**config.mk**
```make
export PLATFORM = sky130hd
export DESIGN_NAME = uart_rx_os
export DESIGN_NICKNAME = d
export VERILOG_FILES = /design/src/rtl/uart_pkg.sv /design/src/rtl/uart_baud_tick.sv /design/src/rtl/uart_rx_os.sv
export SDC_FILE = /design/constraint.sdc
export NUM_CORES = 1
export LEC_CHECK = 0
export BUFFER_PORTS_ARGS = -buffer_cell sky130_fd_sc_hd__buf_4
export CORE_MARGIN = 1.5
export CORE_UTILIZATION = 50
export CTS_BUF_LIST = sky130_fd_sc_hd__clkbuf_4
export DETAILED_ROUTE_END_ITERATION = 10
export PLACE_DENSITY = 0.69
export SLEW_MARGIN = 20
export SYNTH_ARGS = -nofsm -noshare
export SYNTH_HDL_FRONTEND = slang
export SYNTH_SLANG_ARGS = --single-unit
```
**constraint.sdc**
```tcl
create_clock -name clk -period 4.85 [get_ports clk]
set_input_delay 0 -clock clk [delete_from_list [all_inputs] [get_ports clk]]
set_output_delay 0 -clock clk [all_outputs]
set_load 0.05 [all_outputs]
```
**src/rtl/uart_pkg.sv**
```systemverilog
// Shared UART types and constants for the receiver and transmitter.
package uart_pkg;

  localparam int unsigned OVERSAMPLE = 16;

  typedef enum logic [1:0] {
    PAR_NONE,
    PAR_EVEN,
    PAR_ODD
  } parity_e;

  typedef enum logic [2:0] {
    ST_IDLE,
    ST_START,
    ST_DATA,
    ST_PARITY,
    ST_STOP,
    ST_WAIT_HIGH
  } rx_state_e;

  // 2-of-3 majority vote used to filter line samples.
  function automatic logic maj3(input logic a, input logic b, input logic c);
    return (a & b) | (a & c) | (b & c);
  endfunction

endpackage

```
**src/rtl/uart_baud_tick.sv**
```systemverilog
// Oversampling tick generator: one tick every DIV clocks, restartable.
module uart_baud_tick #(
  parameter int unsigned DIV = 1
) (
  input  logic clk,
  input  logic rst,
  input  logic restart,
  output logic tick
);

  localparam int unsigned DIV_L = (DIV == 0) ? 1 : DIV;
  localparam int unsigned CW    = (DIV_L > 1) ? $clog2(DIV_L) : 1;
  localparam logic [CW-1:0] LAST = CW'(DIV_L - 1);

  logic [CW-1:0] cnt_q, cnt_d;
  logic          tick_q, tick_d;

  // Next count; the tick flop mirrors "counter is at its last value".
  always_comb begin
    cnt_d = cnt_q + CW'(1);
    if (restart || (cnt_q == LAST)) begin
      cnt_d = '0;
    end
    tick_d = (cnt_d == LAST);
  end

  // Divider state.
  always_ff @(posedge clk or posedge rst) begin
    if (rst) begin
      cnt_q  <= '0;
      tick_q <= 1'b0;
    end else begin
      cnt_q  <= cnt_d;
      tick_q <= tick_d;
    end
  end

  assign tick = tick_q;

endmodule

```
**src/rtl/uart_rx_os.sv**
```systemverilog
// 16x oversampling UART receiver with majority-vote sampling and optional parity.
module uart_rx_os
  import uart_pkg::*;
#(
  parameter int unsigned clk_freq  = 1000000,
  parameter int unsigned baud_rate = 9600,
  parameter parity_e     PARITY    = PAR_NONE
) (
  input  logic       clk,
  input  logic       rst,
  input  logic       rx,
  input  logic       en_rx,
  output logic [7:0] doutrx,
  output logic       donerx,
  output logic       frame_err,
  output logic       parity_err,
  output logic       busy
);

  localparam int unsigned DIV_RAW = clk_freq / (baud_rate * OVERSAMPLE);
  localparam int unsigned DIV     = (DIV_RAW == 0) ? 1 : DIV_RAW;

  // Bit-local tick numbers: samples at 7 and 8, decision at 9, bit end at 15.
  localparam logic [3:0] T_S0  = 4'd7;
  localparam logic [3:0] T_S1  = 4'd8;
  localparam logic [3:0] T_DEC = 4'd9;
  localparam logic [3:0] T_END = 4'd15;

  logic       sync1_q, rxs_q, rxs_prev_q;
  logic       tick, start_c, maj, dec, bit_end;
  logic [3:0] tnum;

  rx_state_e  state_q, state_d;
  logic [3:0] tcnt_q, tcnt_d;
  logic [2:0] bcnt_q, bcnt_d;
  logic [7:0] shreg_q, shreg_d;
  logic [1:0] samp_q, samp_d;
  logic       perr_q, perr_d;
  logic [7:0] dout_q, dout_d;
  logic       done_q, done_d;
  logic       ferr_q, ferr_d;
  logic       pout_q, pout_d;
  logic       busy_q, busy_d;

  // Two-flop synchronizer plus previous-value flop for edge detection.
  always_ff @(posedge clk or posedge rst) begin
    if (rst) begin
      sync1_q    <= 1'b1;
      rxs_q      <= 1'b1;
      rxs_prev_q <= 1'b1;
    end else begin
      sync1_q    <= rx;
      rxs_q      <= sync1_q;
      rxs_prev_q <= rxs_q;
    end
  end

  uart_baud_tick #(.DIV(DIV)) u_tick (
    .clk     (clk),
    .rst     (rst),
    .restart (start_c),
    .tick    (tick)
  );

  assign start_c = (state_q == ST_IDLE) && en_rx && rxs_prev_q && !rxs_q;
  assign tnum    = tcnt_q + 4'd1;
  assign maj     = maj3(samp_q[0], samp_q[1], rxs_q);
  assign dec     = tick && (tnum == T_DEC);
  assign bit_end = tick && (tnum == T_END);

  // Next-state and output decode for the receive FSM.
  always_comb begin
    state_d = state_q;
    tcnt_d  = tcnt_q;
    bcnt_d  = bcnt_q;
    shreg_d = shreg_q;
    samp_d  = samp_q;
    perr_d  = perr_q;
    dout_d  = dout_q;
    done_d  = 1'b0;
    ferr_d  = 1'b0;
    pout_d  = 1'b0;

    if (tick && (state_q != ST_IDLE)) begin
      tcnt_d = tnum;
      if (tnum == T_S0) samp_d[0] = rxs_q;
      if (tnum == T_S1) samp_d[1] = rxs_q;
    end

    case (state_q)
      ST_IDLE: begin
        if (start_c) begin
          state_d = ST_START;
          tcnt_d  = '0;
          bcnt_d  = '0;
          shreg_d = '0;
          perr_d  = 1'b0;
        end
      end
      ST_START: begin
        if (dec && maj) begin
          state_d = ST_IDLE;
        end else if (bit_end) begin
          state_d = ST_DATA;
        end
      end
      ST_DATA: begin
        if (dec) shreg_d = {maj, shreg_q[7:1]};
        if (bit_end) begin
          bcnt_d = bcnt_q + 3'd1;
          if (bcnt_q == 3'd7) begin
            state_d = (PARITY == PAR_NONE) ? ST_STOP : ST_PARITY;
          end
        end
      end
      ST_PARITY: begin
        if (dec) perr_d = ((^shreg_q) ^ maj) != (PARITY == PAR_ODD);
        if (bit_end) state_d = ST_STOP;
      end
      ST_STOP: begin
        if (dec) begin
          dout_d  = shreg_q;
          done_d  = 1'b1;
          ferr_d  = !maj;
          pout_d  = perr_q && (PARITY != PAR_NONE);
          state_d = maj ? ST_IDLE : ST_WAIT_HIGH;
        end
      end
      ST_WAIT_HIGH: begin
        if (rxs_q) state_d = ST_IDLE;
      end
      default: state_d = ST_IDLE;
    endcase

    // Dropping the enable abandons any frame in progress without output.
    if (!en_rx && (state_q != ST_IDLE)) begin
      state_d = ST_IDLE;
      dout_d  = dout_q;
      done_d  = 1'b0;
      ferr_d  = 1'b0;
      pout_d  = 1'b0;
    end

    busy_d = (state_d != ST_IDLE);
  end

  // FSM, datapath and registered outputs.
  always_ff @(posedge clk or posedge rst) begin
    if (rst) begin
      state_q <= ST_IDLE;
      tcnt_q  <= '0;
      bcnt_q  <= '0;
      shreg_q <= '0;
      samp_q  <= '0;
      perr_q  <= 1'b0;
      dout_q  <= '0;
      done_q  <= 1'b0;
      ferr_q  <= 1'b0;
      pout_q  <= 1'b0;
      busy_q  <= 1'b0;
    end else begin
      state_q <= state_d;
      tcnt_q  <= tcnt_d;
      bcnt_q  <= bcnt_d;
      shreg_q <= shreg_d;
      samp_q  <= samp_d;
      perr_q  <= perr_d;
      dout_q  <= dout_d;
      done_q  <= done_d;
      ferr_q  <= ferr_d;
      pout_q  <= pout_d;
      busy_q  <= busy_d;
    end
  end

  assign doutrx     = dout_q;
  assign donerx     = done_q;
  assign frame_err  = ferr_q;
  assign parity_err = pout_q;
  assign busy       = busy_q;

endmodule

```
==> flow_metrics.tcl <==
set metrics [dict create \
    status "complete, no violations" \
    rsz0062_at_grt "no" \
    overflow 0 \
    dieArea_um2 4180 \
    dp_hpwl_um 2400 \
    clockBufferDepth 2 \
    synth_cell_types 45 \
    grt_pass1_wl_um 6180 \
    grt_max_degree 39 \
    min_period_over_period_pct 44.1 \
    postCtsResizedCells 0 \
    cp.required_ns 5.05 \
    maxCapViolCount 0 \
    tns_ns 0 \
    grt.total_usage_pct 19.7 \
    row_count 22 \
    syn-instance-count 181 \
    clockRootBuffer "clkbuf_4" \
    portBuffers 14 \
    drive_gt1_share_pct 23.0 \
    numClockSinks 38 \
    hold_viol_final 0 \
    ant_nets 0 \
    slew_viol_final 0 \
    power-per-cell-area_nw_per_um2 422 \
    layout_common_cells "dfrtp_1 (35), nand2_1 (25), buf_4 (15)" \
    area_growth_pct 11.4 \
    drtIter0Drc 82 \
    cp_max_fo 7 \
    first_global_vias 1366 \
    dieWidth_um 64.7 \
    wl_per_cell_um 13.4 \
    vias_per_cell 5.38 \
    die_y_um 64.7 \
    fmaxAchievable_mhz 468 \
    n_fill_cell 326 \
    grt_antenna_before_repair 0 \
    post-route-drc-count 0 \
    worstSkewPairLatency_ns 0.35 \
    path_class "register to register" \
    core_um2 3660 \
    fin_skew_ns 0.0128 \
    synthesis.nets 193 \
    gp_congestion 0.872 \
    syn_area_per_cell_um2 10.5 \
    whs_ns 0.303 \
    setup.worst_path.end_class "register" \
    worstSetupStartpointType "register" \
    min_path_type "primary input to async pin" \
    ys_ff_latch 38 \
    cts_tree "yes" \
    antenna_cells 0 \
    worstPathArrival_ns 2.34 \
    ir_worst_vdd_uv 207 \
    dr.pass1.iters 4 \
    relSlewSlack_pct 38.3 \
    yosysWarnings 0 \
    final_common_cell "dfrtp_1" \
    leakagePower_nw 1.01 \
    numCtsBuffers 5 \
    report.final.setup_viol 0 \
    cts.clk_slew.worst_paths_ns 0.11 \
    routed_wl_um 3320 \
    htree_levels 2 \
    initial_core_util_pct 51.9 \
    worstMarginPinSlew_ns 0.917 \
    ios 16 \
    finalNetCount 211 \
    num_vias 1333 \
    layout_min_cycle_time_ns 2.14 \
    syn_area_um2 1900 \
    synth_seq_area_share_pct 50.2 \
]
## metal layers
metal  wire (um)  vias to the layer above  part of all wire (%)  track usage (%)
met3          98                        4                   3.0             5.73
met1        1440                      655                    43             23.1
met5           0                        -                     0                0
met4          60                        0                   1.8             9.57
met2        1720                       20                    52             32.9
li1            -                      654                     -                -
## final timing paths
path / depth (start not counted) / end / startpoint / slack, ns
worst max-delay path: 6 / busy / tcnt_q[0] / 2.71
worst min-delay path: 4 / shreg_q[4] / rst / 0.30
worst min register to register: 0 / rxs_q / sync1_q / 0.36
worst max register to register: 6 / busy / tcnt_q[0] / 2.71
min in group clk: 2 / sync1_q / rx / 0.31
max in group asynchronous: 4 / rxs_prev_q / rst / 4.18
## cell families (layout without fill, tap and decap cells)
kind of cell | after synthesis | after routing | synth area share [%]
other cells | 1 | 1 | 0.197
xor+xnor | 4 | 4 | 1.84
buf+inv | 17 | 36 | 4.08
compound gates | 29 | 29 | 10.0
fa+ha+maj | 8 | 8 | 5.27
mux | 13 | 13 | 7.77
flops | 38 | 38 | 50.2
simple gates | 71 | 71 | 20.6
## power by group
group	total, W	switching [W]	internal (W)
registers	0.000480	0.0000819	0.000398
clock network	0.000157	0.0000973	0.0000600
logic	0.000255	0.000148	0.000107
total	0.000893	0.000328	0.000566
## critical path, cell delays in order (launching register included)
cell     delay, ns
dfrtp_1       0.46
ha_1          0.28
xnor2_1       0.22
nand2_1       0.21
o211a_1       0.26
o41ai_1       0.45
nand3_1       0.13
## repair_timing
item                                    CTS  global route
hold endpoints to repair                 37             0
setup buffers                             0             0
hold buffers                              3             0
endpoints found under the setup margin    0             0
## metrics by stage
stage | util [%] | setup slack, ns | area [um^2] | power (W) | cells
2_1_floorplan | - | 2.92 | 1900 | 0.000678 | 181
3_3_place_gp | 55.5 | 2.79 | 2030 | 0.000719 | 237
3_5_place_dp | 55.5 | 2.72 | 2030 | 0.000745 | 237
4_1_cts | 57.8 | 2.71 | 2120 | 0.000906 | 248
5_1_grt | 57.8 | 2.56 | 2120 | 0.000971 | 248
6_report | 57.8 | 2.71 | 2120 | 0.000893 | 248
## flip-flops by register name, summed over array words and instances, names as in the netlist
register / flops
rxs_q: 1
doutrx: 8
state_q: 3
sync1_q: 1
u_tick.tick: 1
frame_err: 1
tcnt_q: 4
samp_q: 2
busy: 1
shreg_q: 8
donerx: 1
u_tick.cnt_q: 3
bcnt_q: 3
rxs_prev_q: 1
## final cells by class
cell class	instances	area [um^2]	area share, %
sequential	38	955	45.1
tap	48	60.1	2.84
inverter	10	37.5	1.77
timing repair buffer	18	143	6.74
clock buffer	6	45.0	2.13
clock inverter	2	8.76	0.414
multi-input combinational	126	868	41.0
## cell usage after synthesis, drive strengths merged
master | n | area share [%]
o211ai | 1 | 0.40
o211a | 1 | 0.53
nand3 | 5 | 1.6
nor3b | 4 | 1.8
and4b | 1 | 0.53
dfrtp | 35 | 46
nand2b | 6 | 2.0
ha | 8 | 5.3
o41ai | 1 | 0.46
conb | 1 | 0.20
or3 | 2 | 0.72
nand4b | 2 | 0.92
buf | 4 | 1.5
nand4 | 2 | 1.4
nor4b | 2 | 0.92
clkbuf | 3 | 0.59
a31oi | 1 | 0.33
nor2b | 1 | 0.33
a21oi | 5 | 1.3
nor4 | 1 | 0.33
inv | 10 | 2.0
nor2 | 14 | 3.2
xnor2 | 4 | 1.8
a211oi | 2 | 0.79
a21o | 1 | 0.40
o31a | 1 | 0.92
dfstp | 3 | 4.1
o31ai | 2 | 0.79
mux2i | 2 | 1.1
o21ai | 14 | 4.1
nand2 | 26 | 5.3
mux2 | 11 | 6.7
nor3 | 5 | 1.6
No activity file was read; power rests on OpenSTA's default activity.
